--- config.mk ---
export PLATFORM = sky130hd
export DESIGN_NAME = sipo_deser
export DESIGN_NICKNAME = d
export VERILOG_FILES = /design/src/rtl/vr_serial_pkg.sv /design/src/rtl/dual_rail_dec.sv /design/src/rtl/sipo_deser.sv
export SDC_FILE = /design/constraint.sdc
export NUM_CORES = 1
export LEC_CHECK = 0
export CAP_MARGIN = 10
export CORE_MARGIN = 1.5
export CORE_UTILIZATION = 30
export DETAILED_ROUTE_END_ITERATION = 8
export PLACE_DENSITY_LB_ADDON = 0.12
export SLEW_MARGIN = 20
export SYNTH_ARGS = -nofsm -noshare
export SYNTH_HDL_FRONTEND = slang
export SYNTH_SLANG_ARGS = --single-unit
--- constraint.sdc ---
create_clock -name clk -period 5.7 [get_ports clk]
set_clock_uncertainty 0.2 [all_clocks]
set_input_delay 0.855 -clock clk [delete_from_list [all_inputs] [get_ports clk]]
set_output_delay 0.855 -clock clk [all_outputs]
set_load 0.005 [all_outputs]
--- src/rtl/vr_serial_pkg.sv ---
// Shared definitions for the dual-rail serial link: SIPO state encoding and symbol constants.
package vr_serial_pkg;

  typedef enum logic [1:0] {
    SIPO_IDLE    = 2'd0,
    SIPO_COLLECT = 2'd1,
    SIPO_STALL   = 2'd2
  } sipo_state_t;

  // Dual-rail encoding: exactly one rail high carries a bit; both-low and both-high are illegal.
  localparam logic [1:0] SYM_ONE   = 2'b01;
  localparam logic [1:0] SYM_ZERO  = 2'b10;
  localparam logic [1:0] SYM_IDLE0 = 2'b00;
  localparam logic [1:0] SYM_BAD   = 2'b11;

  function automatic logic sym_is_legal(input logic [1:0] sym);
    return (sym == SYM_ONE) || (sym == SYM_ZERO);
  endfunction

  function automatic logic [1:0] bit_to_sym(input logic b);
    return b ? SYM_ONE : SYM_ZERO;
  endfunction

endpackage

--- src/rtl/dual_rail_dec.sv ---
// Combinational dual-rail symbol decoder: returns the carried bit and whether the symbol is legal.
module dual_rail_dec
  import vr_serial_pkg::*;
(
  input  logic [1:0] sym,
  output logic       sym_bit,
  output logic       sym_legal
);

  assign sym_bit   = sym[0];
  assign sym_legal = sym_is_legal(sym);

endmodule

--- src/rtl/sipo_deser.sv ---
// Dual-rail serial-in parallel-out deserializer, LSB first, DATAWIDTH symbols per word.
// Optional framing/symbol checking is enabled by defining SIPO_FRAME_CHECK_EN.
module sipo_deser
  import vr_serial_pkg::*;
#(
  parameter int DATAWIDTH = 8
)
(
  input  logic                 clk,
  input  logic                 rst,
  input  logic                 din_valid,
  output logic                 din_ready,
  input  logic [1:0]           din_data,
  input  logic                 din_last,
  output logic                 dout_valid,
  input  logic                 dout_ready,
  output logic [DATAWIDTH-1:0] dout_data,
  output logic                 err
);

  localparam int            CW       = $clog2(DATAWIDTH);
  localparam logic [CW-1:0] LAST_IDX = CW'(DATAWIDTH - 1);

  logic [CW-1:0]        cnt;
  logic [DATAWIDTH-2:0] shift_reg;
  sipo_state_t          state;
  sipo_state_t          state_nxt;
  logic                 sym_bit;
  logic                 sym_legal;
  logic                 at_last;
  logic                 din_fire;
  logic                 dout_fire;
  logic                 frame_bad;
  logic                 good_fire;
  logic                 word_load;

  dual_rail_dec u_dec (
    .sym       (din_data),
    .sym_bit   (sym_bit),
    .sym_legal (sym_legal)
  );

  // Only the final symbol can stall, and only while an earlier word is still unconsumed.
  assign at_last   = (cnt == LAST_IDX);
  assign din_ready = ~rst & (~at_last | ~dout_valid | dout_ready);
  assign din_fire  = din_valid & din_ready;
  assign dout_fire = dout_valid & dout_ready;

`ifdef SIPO_FRAME_CHECK_EN
  assign frame_bad = ~sym_legal | (din_last != at_last);

  always_ff @(posedge clk or posedge rst) begin
    if (rst) begin
      err <= 1'b0;
    end else begin
      err <= din_fire & frame_bad;
    end
  end
`else
  logic unused_frame_inputs;
  assign unused_frame_inputs = &{1'b0, sym_legal, din_last};
  assign frame_bad           = 1'b0;
  assign err                 = 1'b0;
`endif

  assign good_fire = din_fire & ~frame_bad;
  assign word_load = good_fire & at_last;

  always_ff @(posedge clk or posedge rst) begin
    if (rst) begin
      cnt       <= '0;
      shift_reg <= '0;
    end else if (din_fire) begin
      if (frame_bad | at_last) begin
        cnt <= '0;
      end else begin
        cnt            <= cnt + 1'b1;
        shift_reg[cnt] <= sym_bit;
      end
    end
  end

  // A new word loading in the same cycle as a consume keeps dout_valid high with no bubble.
  always_ff @(posedge clk or posedge rst) begin
    if (rst) begin
      dout_valid <= 1'b0;
      dout_data  <= '0;
    end else if (word_load) begin
      dout_valid <= 1'b1;
      dout_data  <= {sym_bit, shift_reg};
    end else if (dout_fire) begin
      dout_valid <= 1'b0;
    end
  end

  always_comb begin
    state_nxt = state;
    case (state)
      SIPO_IDLE: begin
        if (good_fire) state_nxt = SIPO_COLLECT;
      end
      SIPO_COLLECT: begin
        if (word_load)                           state_nxt = SIPO_IDLE;
        else if (at_last & din_valid & ~din_ready) state_nxt = SIPO_STALL;
      end
      SIPO_STALL: begin
        if (din_fire)        state_nxt = SIPO_IDLE;
        else if (~din_valid) state_nxt = SIPO_COLLECT;
      end
      default: state_nxt = SIPO_IDLE;
    endcase
    if (din_fire & frame_bad) state_nxt = SIPO_IDLE;
  end

  always_ff @(posedge clk or posedge rst) begin
    if (rst) begin
      state <= SIPO_IDLE;
    end else begin
      state <= state_nxt;
    end
  end

endmodule

==> metrics.txt <==
CP peak stage delay 0.59 ns; Worst setup EP type output port; Via density 4.55; I/O pin total 18; ranking of synthesized cells by area dfrtp_1, mux2_4, mux2_1, nand2_1, ha_1; Overflow after GRT 0; register bit count reported by yosys 19; Post-Syn Area ~900 um^2; max reg flops 8; Final Worst Setup Slack about 2.0 ns; CP Cell Sequence clkdlybuf4s50_1, inv_1, o21a_1, clkdlybuf4s50_1; leakage 0.487 nW; H-tree Lvls 1; status finished clean; CP max-delay cell inv_1; VDD IR-drop max 171 uV; Peak Freq 0.271 GHz; Slew headroom 0.501; Die W 57.2 um; post-route clock period utilization 0.648; max-slew violation count 0; Slew @ Worst Pin 0.747 ns; die area 0.00327 mm^2; row count 19; Fin. Hold Viols 0; Hold Crit Endpoint shift_reg[4]$_DFFE_PP0P_; commonest cells in the netlist dfrtp_1, mux2_4, mux2_1, nand2_1, nor2b_1; Netlist cell types 19; worst skew pair latency about 0.29 ns; hpwl dp 1020 um; register area share after synthesis 0.539; port bufs 14; vias in the first global route 512; layout cells sized above 1 0.177; TritonRoute pass-1 iters 4; CP Class in -> out; HP Class reg -> reg; FFs w/ async S/R, synth 1.00; largest net degree at the start of global routing 21; Startpoint Class input port; R2R Path End dout_data[0]$_DFFE_PP0P_; Min Hold Slack about 0.31 ns; clock sinks 19; core area 0.00278 mm^2; Worst R2R Path Depth 4; Hold Buf Count CTS 0; Avg WL per Cell 12.2 um; antenna viol nets, final 0; Synth Area per Inst 14.0 um^2; Final TNS setup 0 ns; Chip Height 57.2 um; routed wire length 1340 um; Syn-to-layout area delta 21.3%; required time of the critical path 4.64 ns; initial antenna violation count 0; clock tree buffer depth 2; Syn. warnings 0; most used cell, CP clkdlybuf4s50_1; Max Cap Viol 0; final setup fails 0; n_diodes 0; total power around 450 uW; number of flops mapped to enable cells by yosys 0; crit path max fanout 20; RD Place Congestion 0.625; post-route minimum period between 3 and 4 ns; RSZ-0062 raised after global routing no; clk slew on worst S/H paths 0.11 ns; Layout Nets 89; cell with the most instances after synthesis dfrtp_1; pwr/cell area 419 mW/mm^2; CTS tree yes; Synth area leader dfrtp_1; Mapped Nets 72; drc violations 0; Vias 501; clk root buf clkbuf_4; Hold Crit Depth 1; Iteration-0 DRC Markers 5; Worst R2R Start cnt[1]$_DFFE_PP0N_; R2R Setup Slk about 3.7 ns; hold path startpoint shift_reg[4]$_DFFE_PP0P_; first-pass GRT wire length 2430 um; pre-CTS setup slack 1.94 ns; CP arrival ~2.6 ns; setup bufs post-CTS 0; Post-Synthesis Cells 63; Synth top area share 0.539; total CTS buffers 3; Initial Utilization 0.317; CTS resizes 0; Total Routing Usage GR 0.0997; Top FF cell, synth dfrtp_1
## how the worst max path moves through the flow
stage	startpoint	endpoint	cells past startpoint	slack, ns
final	rst	din_ready	4	2.01
after global routing	rst	din_ready	4	1.82
after CTS	rst	din_ready	4	1.95
after detailed placement	rst	din_ready	4	1.94
after global placement	rst	din_ready	4	1.95
after floorplan	rst	din_ready	2	3.16
## cells by family (layout without fill, tap and decap cells)
| logic type | Yosys count | after routing | synth area share |
|---|---|---|---|
| compound gates | 3 | 3 | 0.0227 |
| simple gates | 17 | 17 | 0.121 |
| fa+ha+maj | 2 | 2 | 0.0284 |
| mux | 17 | 17 | 0.255 |
| buf+inv | 4 | 20 | 0.0298 |
| other cells | 1 | 1 | 0.00425 |
| flops | 19 | 19 | 0.539 |
## metal layers
layer,routed length [um],GRT usage
met3,49,0.0227
met2,577,0.135
met5,0,0
met1,665,0.140
met4,44,0.0698
## cell type report
class,count,area (um^2)
inverters,2,7.51
flip-flops and latches,19,475
fillers,283,1710
multi-input cells,40,380
clock inverters,1,5.00
well taps,31,38.8
clock buffers,3,22.5
repair buffers,14,140
## worst max-delay path, delay by kind of cell
family	cells	cell delay [ns]
buffers and inverters	3	1.57
AO/OA/AOI/OAI	1	0.21
## layout by cell type (no fill, tap or decap), drive strengths merged
master and instances:
nand2 8, o21a 1, nand2b 1, dfrtp 19
and4bb 1, clkdlybuf4s50 14, nand3 1, mux2 17
o21ai 1, conb 1, nor2b 3, nor2 1
a21o 1, ha 2, and3 1, clkinv 1
nor4b 1, clkbuf 3, inv 2
## metrics by stage
stage,instances,utilization,instance area (um^2)
final,110,0.385,1070
after global routing,110,0.385,1070
after CTS,110,0.385,1070
after detailed placement,106,0.375,1040
after global placement,106,0.375,1040
after floorplan,63,-,882
## power breakdown
| group | internal, mW | total [mW] | switching, mW |
|---|---|---|---|
| logic | 0.107 | 0.152 | 0.0457 |
| registers | 0.191 | 0.229 | 0.0378 |
| clock network | 0.0261 | 0.0678 | 0.0417 |
| total | 0.323 | 0.449 | 0.125 |
No activity file was read; power rests on OpenSTA's default activity.
